$ cat src/rtl/y86_pkg.sv
// Shared types and constants for the Y86 memory arbiter: FSM states,
// the error read-data pattern and the owner encoding.
package y86_pkg;

  typedef enum logic [1:0] {
    IDLE   = 2'd0,
    ACCESS = 2'd1,
    DONE   = 2'd2
  } state_e;

  localparam logic [31:0] ERR_DATA = 32'hFFFF_FFFF;

  localparam logic OWNER_M0 = 1'b0;
  localparam logic OWNER_M1 = 1'b1;

endpackage

$ cat src/rtl/y86_mem_arbiter_prio.sv
// Fixed-priority selector: the core (M0) wins unless the debug/DMA port (M1)
// has been passed over STARVE_MAX times in a row, or M0 is not requesting.
module y86_arb_prio
  import y86_pkg::*;
#(
  parameter int STARVE_MAX = 4,
  parameter int SW         = $clog2(STARVE_MAX + 1)
) (
  input  logic          m0_req,
  input  logic          m1_req,
  input  logic [SW-1:0] starve_cnt,
  output logic          grant
);

  localparam logic [SW-1:0] STARVE_LIM = SW'(STARVE_MAX);

  always_comb begin
    grant = OWNER_M0;
    if (m1_req && (!m0_req || (starve_cnt == STARVE_LIM))) begin
      grant = OWNER_M1;
    end
  end

endmodule

$ cat src/rtl/y86_mem_arbiter.sv
// Two-master memory arbiter for the Y86 core and a debug/DMA port, with
// starvation protection for M1 and an access timeout that reports an error.
module y86_mem_arbiter
  import y86_pkg::*;
#(
  parameter int TIMEOUT    = 15,
  parameter int STARVE_MAX = 4
) (
  input  logic        clk,
  input  logic        rst,
  input  logic        m0_req,
  input  logic        m0_we,
  input  logic [31:0] m0_addr,
  input  logic [31:0] m0_wdata,
  input  logic        m1_req,
  input  logic        m1_we,
  input  logic [31:0] m1_addr,
  input  logic [31:0] m1_wdata,
  output logic        m0_done,
  output logic        m0_err,
  output logic        m1_done,
  output logic        m1_err,
  output logic [31:0] rdata,
  output logic        mem_req,
  output logic        mem_we,
  output logic [31:0] mem_addr,
  output logic [31:0] mem_wdata,
  input  logic        mem_ack,
  input  logic [31:0] mem_rdata,
  output logic        owner
);

  localparam int SW = $clog2(STARVE_MAX + 1);
  localparam int TW = $clog2(TIMEOUT + 1);

  localparam logic [SW-1:0] STARVE_LIM   = SW'(STARVE_MAX);
  localparam logic [SW-1:0] STARVE_ONE   = SW'(1);
  localparam logic [TW-1:0] TIMEOUT_LAST = TW'(TIMEOUT - 1);
  localparam logic [TW-1:0] TIMEOUT_ONE  = TW'(1);

  state_e        state_q, state_d;
  logic          owner_q, owner_d;
  logic          we_q, we_d;
  logic [31:0]   addr_q, addr_d;
  logic [31:0]   wdata_q, wdata_d;
  logic [31:0]   rdata_q, rdata_d;
  logic          err_q, err_d;
  logic [SW-1:0] starveCnt_q, starveCnt_d;
  logic [TW-1:0] timeoutCnt_q, timeoutCnt_d;
  logic          grant;

  y86_arb_prio #(
    .STARVE_MAX (STARVE_MAX),
    .SW         (SW)
  ) u_prio (
    .m0_req     (m0_req),
    .m1_req     (m1_req),
    .starve_cnt (starveCnt_q),
    .grant      (grant)
  );

  always_ff @(posedge clk) begin
    if (rst) begin
      state_q      <= IDLE;
      owner_q      <= OWNER_M0;
      we_q         <= 1'b0;
      addr_q       <= '0;
      wdata_q      <= '0;
      rdata_q      <= '0;
      err_q        <= 1'b0;
      starveCnt_q  <= '0;
      timeoutCnt_q <= '0;
    end else begin
      state_q      <= state_d;
      owner_q      <= owner_d;
      we_q         <= we_d;
      addr_q       <= addr_d;
      wdata_q      <= wdata_d;
      rdata_q      <= rdata_d;
      err_q        <= err_d;
      starveCnt_q  <= starveCnt_d;
      timeoutCnt_q <= timeoutCnt_d;
    end
  end

  // Requests are only sampled in IDLE; once latched, the transaction runs to
  // completion from the held copies even if the master drops or changes them.
  always_comb begin
    state_d      = state_q;
    owner_d      = owner_q;
    we_d         = we_q;
    addr_d       = addr_q;
    wdata_d      = wdata_q;
    rdata_d      = rdata_q;
    err_d        = err_q;
    starveCnt_d  = starveCnt_q;
    timeoutCnt_d = timeoutCnt_q;

    case (state_q)
      IDLE: begin
        if (m0_req || m1_req) begin
          owner_d      = grant;
          err_d        = 1'b0;
          timeoutCnt_d = '0;
          state_d      = ACCESS;
          if (grant == OWNER_M1) begin
            we_d        = m1_we;
            addr_d      = m1_addr;
            wdata_d     = m1_wdata;
            starveCnt_d = '0;
          end else begin
            we_d    = m0_we;
            addr_d  = m0_addr;
            wdata_d = m0_wdata;
            if (m1_req && (starveCnt_q != STARVE_LIM)) begin
              starveCnt_d = starveCnt_q + STARVE_ONE;
            end
          end
        end
      end

      // An ack on the final permitted cycle still counts as a normal completion.
      ACCESS: begin
        if (mem_ack) begin
          if (!we_q) begin
            rdata_d = mem_rdata;
          end
          err_d   = 1'b0;
          state_d = DONE;
        end else if (timeoutCnt_q == TIMEOUT_LAST) begin
          timeoutCnt_d = timeoutCnt_q + TIMEOUT_ONE;
          err_d        = 1'b1;
          rdata_d      = ERR_DATA;
          state_d      = DONE;
        end else begin
          timeoutCnt_d = timeoutCnt_q + TIMEOUT_ONE;
        end
      end

      DONE: begin
        state_d = IDLE;
      end

      default: begin
        state_d = IDLE;
      end
    endcase
  end

  assign mem_req   = (state_q == ACCESS);
  assign mem_we    = we_q;
  assign mem_addr  = addr_q;
  assign mem_wdata = wdata_q;

  assign m0_done = (state_q == DONE) && (owner_q == OWNER_M0);
  assign m1_done = (state_q == DONE) && (owner_q == OWNER_M1);
  assign m0_err  = m0_done && err_q;
  assign m1_err  = m1_done && err_q;

  assign rdata = rdata_q;
  assign owner = owner_q;

endmodule

$ cat config.mk
export PLATFORM = sky130hd
export DESIGN_NAME = y86_mem_arbiter
export DESIGN_NICKNAME = d
export VERILOG_FILES = /design/src/rtl/y86_pkg.sv /design/src/rtl/y86_mem_arbiter_prio.sv /design/src/rtl/y86_mem_arbiter.sv
export SDC_FILE = /design/constraint.sdc
export NUM_CORES = 1
export LEC_CHECK = 0
export BUFFER_PORTS_ARGS = -buffer_cell sky130_fd_sc_hd__buf_2
export CAP_MARGIN = 5
export CORE_ASPECT_RATIO = 2
export CORE_MARGIN = 4
export CORE_UTILIZATION = 42
export CTS_CLUSTER_DIAMETER = 120
export DETAILED_ROUTE_END_ITERATION = 16
export PLACE_DENSITY = 0.77
export SYNTH_ARGS = -nofsm -noshare
export SYNTH_HDL_FRONTEND = slang
export SYNTH_SLANG_ARGS = --single-unit
$ cat constraint.sdc
create_clock -name clk -period 1.89 [get_ports clk]
set_input_delay 0 -clock clk [delete_from_list [all_inputs] [get_ports clk]]
set_output_delay 0 -clock clk [all_outputs]
set_load 0.03 [all_outputs]
* Word-level counts from Yosys, hierarchy flattened
Cells that the tools add are included.
** Cells by class
- Add/sub/neg operators :: 2
- Equality and inequality tests :: 9
- Muxes and demuxes :: 20
- Bitwise operators :: 1
- Reductions and logical operators :: 19
** Operators with widths (count)
- 2-to-1 mux 32 bit :: 5
- AND reduction 3 bit :: 4
- 2-to-1 mux 4 bit :: 2
- one-hot mux 4 bit (2 select lines) :: 1
- logical AND 1 bit :: 6
- 2-to-1 mux 2 bit :: 3
- 2-to-1 mux 3 bit :: 2
- inequality test 2 bit (second input constant) :: 3
- nonzero test 2 bit :: 3
- 2-to-1 mux 1 bit :: 5
- adder 4 x 1 -> 4 bit (second input constant) :: 1
- equality test 4 bit (second input constant) :: 1
- one-hot mux 2 bit (2 select lines) :: 1
- AND reduction 2 bit :: 2
- adder 3 x 1 -> 3 bit (second input constant) :: 1
- equality test 3 bit (second input constant) :: 1
- inequality test 3 x 1 -> 1 bit (second input constant) :: 1
- inequality test 3 bit (second input constant) :: 1
- equality test 2 x 1 -> 1 bit (second input constant) :: 1
- equality test 2 bit (second input constant) :: 1
- zero test 2 bit :: 1
- logical OR 1 bit :: 2
- one-hot mux 1 bit (2 select lines) :: 1
- zero test 1 bit :: 1
- NOT 1 bit :: 1
** Storage, ports and cells
- Register bits after elaboration :: 108
- Input bits :: 167
- Output and inout port bits :: 103
- Word-level logic and storage cells :: 60

* Depth between registers and ports, before layout
Gate-level depths: netlist of the first run.
- Depth after elaboration :: 6
- Mapped depth :: 8
- Gate-level depth less buffers :: 5

* Cells and area by module
Synthesis of the first run repeated with hierarchy kept, for this count alone.
** Unflattened totals
- Cells, all modules :: 518
- Area total of the unflattened synthesis :: 4830.9 um2
** Modules (own cells, without submodules)
- y86_mem_arbiter :: instances 1, cells an instance 515, area each 4807.1 um2, seq. area each 2162.1 um2
- y86_arb_prio :: instances 1, cells an instance 3, area each 23.8 um2, seq. area each 0.0 um2

* Least setup slack after synthesis of the first run
Ideal clock, no wire load.
- Path kind :: flip-flop to flip-flop
- From :: register state_q[0]
- To :: register addr_q[25], in the netlist mem_addr[25]
- Setup time :: 122 ps
- Data arrival time :: 1636 ps
- Required time :: 1768 ps
- Path slack :: 132 ps
- Cell stages (with the launch flop) :: 9
- Buffers on the path :: 5
- Period minus slack after synthesis :: 1758 ps
- Cells stage by stage :: dfxtp_1 > buf_2 > or2_1 > buf_2 > o21ba_1 > buf_6 > buf_6 > buf_6 > a221o_1
** Between the ends
- Cells in the longest elaborated chain, start to end :: 2
** Ends and longest elaborated chain
- start: declaration :: line y86_mem_arbiter.sv:41 : state_e state_q, state_d;
- start signal: assignment :: line y86_mem_arbiter.sv:74 : state_q <= state_d;
- zero test 2 bit :: line y86_mem_arbiter.sv:99 : case (state_q)
- AND reduction 2 bit (no source line)
- end signal: assignment :: line y86_mem_arbiter.sv:77 : addr_q <= addr_d;
- end: declaration :: line y86_mem_arbiter.sv:44 : logic [31:0] addr_q, addr_d;
No other way between the ends.
A chain may end at the register's enable or synchronous reset.

* Worst setup path after layout of the first run
- From :: register starveCnt_q[0]
- To :: register addr_q[30], in the netlist mem_addr[30]
** Between the ends
- Cells in the longest elaborated chain, start to end :: 5
** Ends and longest elaborated chain
- start: declaration :: line y86_mem_arbiter.sv:48 : logic [SW-1:0] starveCnt_q, starveCnt_d;
- start signal: assignment :: line y86_mem_arbiter.sv:81 : starveCnt_q <= starveCnt_d;
- equality test 3 bit :: line y86_mem_arbiter_prio.sv:19 : if (m1_req && (!m0_req || (starve_cnt == STARVE_LIM))) begin
- logical OR 1 bit :: line y86_mem_arbiter_prio.sv:19
- logical AND 1 bit :: line y86_mem_arbiter_prio.sv:19
- 2-to-1 mux 1 bit :: line y86_mem_arbiter_prio.sv:19
- 2-to-1 mux 32 bit :: line y86_mem_arbiter.sv:106 : if (grant == OWNER_M1) begin
No other way between the ends.

==> impl_metrics.toml, run 1 <==
[run_status]
status = "finished clean"

[clock_tree]
clock_latency_ns = 0.35
clock_path_buffers = 2
clkSlewWorstSetupHoldPaths_ns = 0.07
htree_levels = 3
cts_sinks = 108
cts_tree = "built"
cts_root_buffer = "clkbuf_16"
cts_made_buffers = 9
ctsResizeCount = 0

[timing]
fin_crit_sh_pct = 91.0
finalHoldViolations = 0
clock.fmax_mhz = 582
slew_headroom_pct = 66.3
timing.hold.ws_ns = 0.0159
rsz0062_at_grt = "false"
fin_skew_ns = 0.0155
min_period_ns = 1.72
slew_violations = 0
tightest_slew_ns = 0.506
fin_tns_setup_ns = 0
fin_ws_ns = 0.170
finalSetupViolations = 0

[routing]
via_per_inst = 5.84
drtIter0Drc = 330
detail-route-antenna-nets = 0
vias = 5943
drtPass1Iterations = 5
drc = 0
wl_per_cell_um = 19.0
drt-total-wl_um = 19300

[global_routing]
grt_pass1_vias = 5834
grt_pass1_wl_um = 29300
overflow = 0
grt_max_degree = 73
antenna_found_initial = 1
track_usage_pct = 24.3

[placed_design]
post-place-ws_ns = 0.192
dp_cells = 969
placed_area_mm2 = 0.00707
gp_congestion = 0.819
dp_hpwl_um = 13100
portBuffers = 269

[final_layout]
stdcell_count = 1018
finalInstanceArea_mm2 = 0.00767
layout-drive-gt1-share_pct = 36.8
nets = 1031
fin_util_pct = 58.7
area_delta_synth_final_pct = 36.9

[critical_path]
critPathMaxStageDelay_ns = 0.33
cpMaxStageDelayCell = "dfxtp_1"
crit_chain = "inv_1 -> ha_1 -> a21bo_2 -> buf_12 -> nand2_2 -> buf_12 -> a221o_1"
critPathBufInv = 3
cp_common_cell = "buf_12"
startpoint_type = "flop"
critical_path.top_delay_family = "compound AO/OA/AOI/OAI gates"
cp.required_ns = 2.11
crit_fanout = 49
worstSetupEndpointType = "flop"
crit_arrival_ns = 1.94
crit_type = "flop to flop"

[synthesis]
ys_async_sr_fraction_pct = 0
syn_nets = 780
synth_cell_type_count = 37
synth_top_cell_area_share_pct = 38.6
postSynthAreaPerCell_um2 = 9.20
synth_edf_count = 0
netlist_area_mm2 = 0.00560
ys_ff_latch = 108
yosys.area.top_type = "dfxtp_1"
synthCells = 609
yosys_warnings = 0
synth.top_cells.by_area = "dfxtp_1 (39%), a221o_1 (12%), nor4b_1 (10%)"
synth-main-ff-cell = "dfxtp_1"
synth-seq-area-share_pct = 38.6

[die]
fp-row-count = 59
die_h_um = 171
dieArea_mm2 = 0.0154
fp.coreArea_mm2 = 0.0131
start_util_pct = 42.9
io_pins = 270
die_x_um = 89.7

[power_and_ir_drop]
leakagePower_nw = 3.44
seqPwrFrac_pct = 42.9
internal_power_mw = 4.04
power.switching_mw = 2.02
pwr-share-comb_pct = 27.7
totalPowerFinal_mw = 6.05
p_per_area_mw_per_mm2 = 789
p_sw_share_pct = 33.3
peakVddDrop_mv = 0.559
pwr-share-clk_pct = 29.5

[run]
maxCapViolCount = 0

[worst_hold_path]
hold_class = "primary input to flop"
## cells in the final DEF (no fill, tap or decap), types with 2 or more instances in the layout
cell and count:
buf_2 268, dfxtp_1 108, nor2b_1 67, nor2_1 66
nor4b_1 66, and4_1 65, a221o_1 65, a211oi_1 32
dlygate4sd3_1 32, buf_4 19, clkbuf_16 9, buf_12 6
inv_1 4, nand2_1 4, a21oi_1 4, ha_1 4
nor3b_1 3, a21boi_0 3, nand3_1 3, nand2b_1 2
and2_1 2, and3_1 2, or3b_2 2, nor2_4 2
o211ai_1 2, nor3_1 2, o21ai_0 2, inv_6 2
clkinv_4 2
## kinds of logic after synthesis
| logic type | count (synthesis) | synth area share, % |
|---|---|---|
| and+or+nand+nor | 292 | 35.5 |
| adders and majority gates | 4 | 0.893 |
| DFF | 108 | 38.6 |
| AOI/OAI and AO/OA | 115 | 18.2 |
| xor gates and xnor gates | 1 | 0.156 |
| buffers and inverters | 89 | 6.68 |
## synthesized netlist by cell type, types with 5 or more instances
cell type and count:
buf_1 5, and4_1 65, nand2_1 5, a221o_1 65, nor2_1 68, dfxtp_1 108
clkbuf_1 68, nor2b_1 67, nor4b_1 66, buf_2 8, a211oi_1 32
## worst reg2reg max path, delay by kind of cell (launching register included)
family / cells / cell delay [ns]
compound gates: 2 / 0.52
simple gates: 1 / 0.11
buf+inv: 3 / 0.47
flops: 1 / 0.33
fa+ha+maj: 1 / 0.16
## path summary, 6_finish.rpt
check / from / end / slack [ns] / cells after the start
max reg2reg: starveCnt_q[0] / mem_addr[30] / 0.17 / 7
min: mem_ack / state_q[1] / 0.02 / 3
max: starveCnt_q[0] / mem_addr[30] / 0.17 / 7
min reg2reg: starveCnt_q[1] / starveCnt_q[1] / 0.48 / 2
## sequential cells by signal, summed over array words and instances, names as in the netlist
| name | count |
|---|---|
| mem_addr | 32 |
| mem_wdata | 32 |
| rdata | 32 |
| timeoutCnt_q | 4 |
| starveCnt_q | 3 |
| state_q | 2 |
| err_q | 1 |
| mem_we | 1 |
| owner | 1 |
## power groups by stage
stage / Clock, mW / Sequential [mW] / Combinational, mW
CTS: 1.82 / 2.59 / 1.67
global placement: 0 / 2.64 / 1.60
finish: 1.78 / 2.59 / 1.67
detailed placement: 0 / 2.64 / 1.62
floorplan: 0 / 3.02 / 0.652
global route: 1.93 / 2.62 / 1.79
## cell type report
| class | instances | area [µm²] |
|---|---|---|
| multi-input combinational | 412 | 3100 |
| clock inverter | 6 | 47.5 |
| clock buffer | 10 | 229 |
| sequential | 108 | 2160 |
| inverter | 4 | 15.0 |
| fill | 1188 | 5400 |
| antenna | 1 | 2.50 |
| tap | 152 | 190 |
| timing repair buffer | 325 | 1920 |
## timing repair
action	4_1_cts	5_1_grt
setup buffers	0	0
hold buffers	32	0
hold endpoints to repair	32	0
## routing by layer
| layer | routed length (µm) | GRT usage [%] | up-vias |
|---|---|---|---|
| met5 | 0 | 0 | - |
| met4 | 711 | 10.1 | 0 |
| met3 | 1320 | 5.13 | 41 |
| met2 | 10100 | 43.2 | 235 |
| met1 | 7200 | 27.0 | 2840 |
| li1 | - | - | 2827 |
Power figures use the tool's default switching activity.
==> inputs of run 2 (changes only) <==
--- a/config.mk
+++ b/config.mk
@@ -8,11 +8,12 @@
 export BUFFER_PORTS_ARGS = -buffer_cell sky130_fd_sc_hd__buf_2
 export CAP_MARGIN = 5
 export CORE_ASPECT_RATIO = 2
-export CORE_MARGIN = 4
-export CORE_UTILIZATION = 42
+export CORE_UTILIZATION = 43
+export CTS_BUF_LIST = sky130_fd_sc_hd__clkbuf_8
 export CTS_CLUSTER_DIAMETER = 120
 export DETAILED_ROUTE_END_ITERATION = 16
-export PLACE_DENSITY = 0.77
+export HOLD_SLACK_MARGIN = 0.05
+export PLACE_DENSITY = 0.78
 export SYNTH_ARGS = -nofsm -noshare
 export SYNTH_HDL_FRONTEND = slang
 export SYNTH_SLANG_ARGS = --single-unit
==> run 2 against run 1 <==
Flip-flop and latch count did not move. Utilization rose by 2.2 points. Register-to-register slack improved by 0.06 ns. Critical path depth fell by 1. Clock power fell by 18%. Cell area rose by 0.21%. Clock skew rose by 0.0041 ns. Non-clock buffer count rose by 4. Sequential share of layout area fell by 0.060 points. Die area fell by 12%. Wire length fell by 5.0%. Largest power group unchanged. Maximum frequency rose by 3.3%.
==> impl_metrics.toml, run 2 (synthesis results as in run 1) <==
[run_status]
status = "finished clean"

[clock_tree]
cts_tree = "built"
htree_levels = 3
clock_latency_ns = 0.37
cts_sinks = 108
ctsResizeCount = 0
cts_root_buffer = "clkbuf_8"
clock_path_buffers = 2
clkSlewWorstSetupHoldPaths_ns = 0.11
cts_made_buffers = 9
cts_setup_buffers = 0

[die]
fp.coreArea_mm2 = 0.0126
die_h_um = 163
io_pins = 270
fp-row-count = 58
dieArea_mm2 = 0.0135
die_x_um = 82.7
start_util_pct = 44.4

[global_routing]
grt_pass1_wl_um = 27400
antenna_found_initial = 0
grt_max_degree = 63
grt_pass1_vias = 5747
overflow = 0
track_usage_pct = 26.2

[placed_design]
dp_hpwl_um = 12300
portBuffers = 269
gp_congestion = 0.805

[final_layout]
antenna_cells = 0
area_delta_synth_final_pct = 37.2
layout-drive-gt1-share_pct = 37.1
nets = 1035
fill_cells = 1101
layout_common_cells = "buf_2 (268), dfxtp_1 (108), nor2b_1 (67)"
fin_util_pct = 60.9
layout_commonest_cell = "buf_2"

[timing]
slew_violations = 0
clock.fmax_mhz = 601
fin_skew_ns = 0.0196
min_period_ns = 1.66
fin_tns_setup_ns = 0
fin_crit_sh_pct = 88.1
finalSetupViolations = 0
tightest_slew_ns = 0.537
timing.hold.ws_ns = 0.0840
rsz0062_at_grt = "false"
finalHoldViolations = 0
slew_headroom_pct = 64.1

[routing]
wl_per_cell_um = 18.0
vias = 5926
drt-total-wl_um = 18300
drc = 0
drtPass1Iterations = 4
detail-route-antenna-nets = 0
drtIter0Drc = 241
via_per_inst = 5.82

[run]
maxCapViolCount = 0

[critical_path]
worstSetupEndpointType = "flop"
cp.required_ns = 2.14
crit_arrival_ns = 1.92
startpoint_type = "flop"
crit_type = "flop to flop"
crit_fanout = 50
r2r_slack_ns = 0.23

[power_and_ir_drop]
p_per_area_mw_per_mm2 = 748
totalPowerFinal_mw = 5.75
peakVddDrop_mv = 0.522
leakagePower_nw = 3.45

[worst_hold_path]
hold_class = "primary input to flop"
==> run 2: final timing paths <==
kind	startpoint	to	cells past startpoint
max	starveCnt_q[0]	mem_addr[7]	6
min reg2reg	mem_wdata[11]	mem_wdata[11]	1
max reg2reg	starveCnt_q[0]	mem_addr[7]	6
min	m0_req	starveCnt_q[0]	4
==> run 2: metal layers <==
| metal | up-vias | GRT usage, % | routed length, µm |
|---|---|---|---|
| met5 | - | 0 | 0 |
| met4 | 0 | 12.9 | 568 |
| met3 | 38 | 6.26 | 1310 |
| met2 | 255 | 47.0 | 9730 |
| met1 | 2795 | 27.3 | 6740 |
| li1 | 2838 | - | - |
==> run 2: area by class of cell <==
class,count,area [µm²],area share [%]
timing repair buffer,329,2020,26.3
sequential,108,2160,28.1
clock inverter,7,78.8,1.03
multi-input combinational,412,3100,40.3
inverter,4,15.0,0.195
clock buffer,9,124,1.61
tap,150,188,2.44
==> run 2: per-stage QoR <==
step           cells  instance area [µm²]  setup slack, ns
5_1_grt         1019                 7690            0.134
4_1_cts         1019                 7690            0.232
2_1_floorplan    609                 5600            0.132
6_report        1019                 7690            0.225
3_5_place_dp     970                 7150            0.245
3_3_place_gp     970                 7150            0.277
==> run 2: critical path: stages, from the launching register on <==
cell	delay (ns)
dfxtp_1	0.37
inv_1	0.07
ha_1	0.20
a21bo_2	0.25
buf_12	0.18
and4_1	0.20
a221o_1	0.26
==> run 2: report_power, final <==
part | internal (mW) | leakage [nW] | total (mW) | switching [mW]
clock network | 0.633 | 0.105 | 1.46 | 0.825
logic | 0.675 | 2.46 | 1.70 | 1.02
registers | 2.48 | 0.888 | 2.60 | 0.119
==> run 2: repair_timing <==
item	in CTS	in global routing
hold buffers	33	0
endpoints found under the setup margin	0	0
endpoints found under the hold margin	34	0
==> inputs of run 3 (changes only) <==
--- a/config.mk
+++ b/config.mk
@@ -5,15 +5,16 @@
 export SDC_FILE = /design/constraint.sdc
 export NUM_CORES = 1
 export LEC_CHECK = 0
+export ABC_AREA = 1
 export BUFFER_PORTS_ARGS = -buffer_cell sky130_fd_sc_hd__buf_2
 export CAP_MARGIN = 5
 export CORE_ASPECT_RATIO = 2
-export CORE_UTILIZATION = 43
+export CORE_UTILIZATION = 42
 export CTS_BUF_LIST = sky130_fd_sc_hd__clkbuf_8
 export CTS_CLUSTER_DIAMETER = 120
 export DETAILED_ROUTE_END_ITERATION = 16
 export HOLD_SLACK_MARGIN = 0.05
-export PLACE_DENSITY = 0.78
+export PLACE_DENSITY = 0.79
 export SYNTH_ARGS = -nofsm -noshare
 export SYNTH_HDL_FRONTEND = slang
 export SYNTH_SLANG_ARGS = --single-unit
==> run 3 against run 2 <==
Synthesized cell count grew 34%. Sequential share of layout area shrank 2.5 points. Utilization grew 11 points. Cell area increased by 9.6%. Via count increased by 15%. Register-to-register slack got worse by 0.02 ns. Global-route usage is 5.8 points higher. Critical path type unchanged. Highest routed layer unchanged.
==> impl_metrics.toml, run 3 <==
[clock_tree]
clkSlewWorstSetupHoldPaths_ns = 0.10
htree_levels = 3
cts_made_buffers = 9
cts_tree = "built"
clock_latency_ns = 0.37
clock_path_buffers = 2
cts_sinks = 108
cts_root_buffer = "clkbuf_8"

[final_layout]
layout_commonest_cell = "nand2_1"
layout_common_cells = "nand2_1 (408), buf_2 (269), dlygate4sd3_1 (164)"
fill_cells = 867
nets = 1396
finalInstanceArea_mm2 = 0.00842
layout-drive-gt1-share_pct = 25.0
area_delta_synth_final_pct = 65.7

[critical_path]
critPathMaxStageDelay_ns = 0.37
crit_arrival_ns = 1.99
cpMaxStageDelayCell = "dfxtp_1"
crit_fanout = 32
reg2reg_depth = 10
worstSetupEndpointType = "flop"
cp_common_cell = "nand2_1"
crit_type = "flop to flop"
crit_chain = "inv_1 -> ha_1 -> nand2_1 -> nand2_2 -> nand2_2 -> buf_12 -> nand2_1 -> nand2_1 -> nand2_1 -> nand2_1"
cp.required_ns = 2.20
startpoint_type = "flop"

[placed_design]
placed_area_mm2 = 0.00658
portBuffers = 269
gp_congestion = 0.925
dp_hpwl_um = 10600

[power_and_ir_drop]
p_per_area_mw_per_mm2 = 696
totalPowerFinal_mw = 5.87
internal_power_mw = 3.84
peakVddDrop_mv = 0.485
p_sw_share_pct = 34.5
pwr-share-clk_pct = 24.8
leakagePower_nw = 5.04
seqPwrFrac_pct = 44.2
pwr-share-comb_pct = 31.0
power.switching_mw = 2.02

[timing]
fin_crit_sh_pct = 88.9
rsz0062_at_grt = "false"
slew_headroom_pct = 66.6
finalSetupViolations = 0
slew_violations = 0
fin_tns_setup_ns = 0
tightest_slew_ns = 0.501
clock.fmax_mhz = 595
min_period_ns = 1.68
fin_skew_ns = 0.0107
finalHoldViolations = 0

[routing]
detail-route-antenna-nets = 0
drtPass1Iterations = 5
drtIter0Drc = 395
vias = 6826
drt-total-wl_um = 20100
drc = 0
wl_per_cell_um = 14.6
via_per_inst = 4.96

[global_routing]
grt_pass1_wl_um = 31200
grt_max_degree = 67
track_usage_pct = 32.0
antenna_found_initial = 0
grt_pass1_vias = 6940
overflow = 0

[synthesis]
netlist_area_mm2 = 0.00508
yosysMostFrequentCell = "nand2_1"
ys_ff_latch = 108
synth.top_cells.by_area = "dfxtp_1 (43%), nand2_1 (30%), inv_1 (8.0%)"
synth-seq-area-share_pct = 42.5
synth-main-ff-cell = "dfxtp_1"
yosys_warnings = 0
yosys.area.top_type = "dfxtp_1"
synth_edf_count = 0
ys_async_sr_fraction_pct = 0
synth_common_cells = "nand2_1 (410), dfxtp_1 (108), inv_1 (108)"
synth_top_cell_area_share_pct = 42.5
postSynthAreaPerCell_um2 = 6.24
synthCells = 815
syn_nets = 986
synth_cell_type_count = 21

[die]
io_pins = 270
die_h_um = 158
die_x_um = 79.8
start_util_pct = 43.2
dieArea_mm2 = 0.0126
fp-row-count = 56
fp.coreArea_mm2 = 0.0118

[run]
maxCapViolCount = 0

[worst_hold_path]
hold_class = "primary input to flop"
hold_depth = 5

[run_status]
status = "finished clean"
==> run 3: timing repair <==
item,4_1_cts,5_1_grt
resized for setup,0,1
hold endpoints to repair,104,0
hold buffers,164,0
buffers inserted,0,0
setup endpoints to repair,0,4
==> run 3: logic make-up (layout without fill, tap and decap cells) <==
| logic type | count (synthesis) | count (layout) | synth area share [%] |
|---|---|---|---|
| simple gates | 501 | 501 | 39.3 |
| buf+inv | 157 | 572 | 12.6 |
| flops | 108 | 108 | 42.5 |
| compound gates | 43 | 43 | 4.23 |
| fa+ha+maj | 4 | 4 | 0.984 |
| xor+xnor | 2 | 2 | 0.345 |
| other cells | 0 | 1 | 0 |
==> run 3: worst paths after layout <==
path / to / slack, ns / startpoint
worst max-delay path: mem_wdata[1] / 0.21 / starveCnt_q[0]
worst min-delay path: state_q[0] / 0.13 / m0_req
worst max register to register: mem_wdata[1] / 0.21 / starveCnt_q[0]
worst min register to register: mem_wdata[23] / 0.46 / mem_wdata[23]
==> run 3: layout make-up <==
cell class | instances | area (µm²) | share of cell area (%)
multi-input combinational | 550 | 2300 | 27.4
clock inverter | 6 | 62.6 | 0.743
inverter | 111 | 417 | 4.95
timing repair buffer | 445 | 3160 | 37.5
tap | 145 | 181 | 2.15
clock buffer | 10 | 138 | 1.63
antenna | 1 | 2.50 | 0.0297
sequential | 108 | 2160 | 25.7
==> run 3: routing by layer <==
metal | up-vias | global-route usage, % | part of all wire [%]
li1 | 3251 | - | -
met4 | 0 | 24.8 | 7.6
met2 | 432 | 56.5 | 51
met5 | - | 0 | 0
met1 | 3000 | 30.3 | 34
met3 | 143 | 9.11 | 7.8
==> run 3: power by group through the flow <==
stage	logic [mW]	registers, mW	clock network [mW]
after detailed placement	1.48	2.63	0
after CTS	1.75	2.59	1.49
after floorplan	0.572	3.01	0
after global placement	1.47	2.63	0
final	1.82	2.59	1.45
after global routing	1.97	2.62	1.56
==> run 3: critical path: cells and delay by family, from the launching register on <==
family	cells	cell delay (ns)
flip-flops	1	0.37
adder cells (fa/ha/maj)	1	0.19
buffers and inverters	2	0.30
AND/OR/NAND/NOR	7	0.76
==> run 3: stage by stage <==
step / setup WS, ns / std cells / hold slack, ns / utilization [%]
finish: 0.209 / 1376 / 0.128 / 71.6
global route: 0.0163 / 1375 / 0.159 / 71.5
CTS: 0.222 / 1375 / 0.115 / 71.5
detailed placement: 0.234 / 1195 / 0.279 / 55.9
global placement: 0.265 / 1195 / 0.276 / 55.9
floorplan: 0.299 / 815 / 0.184 / -
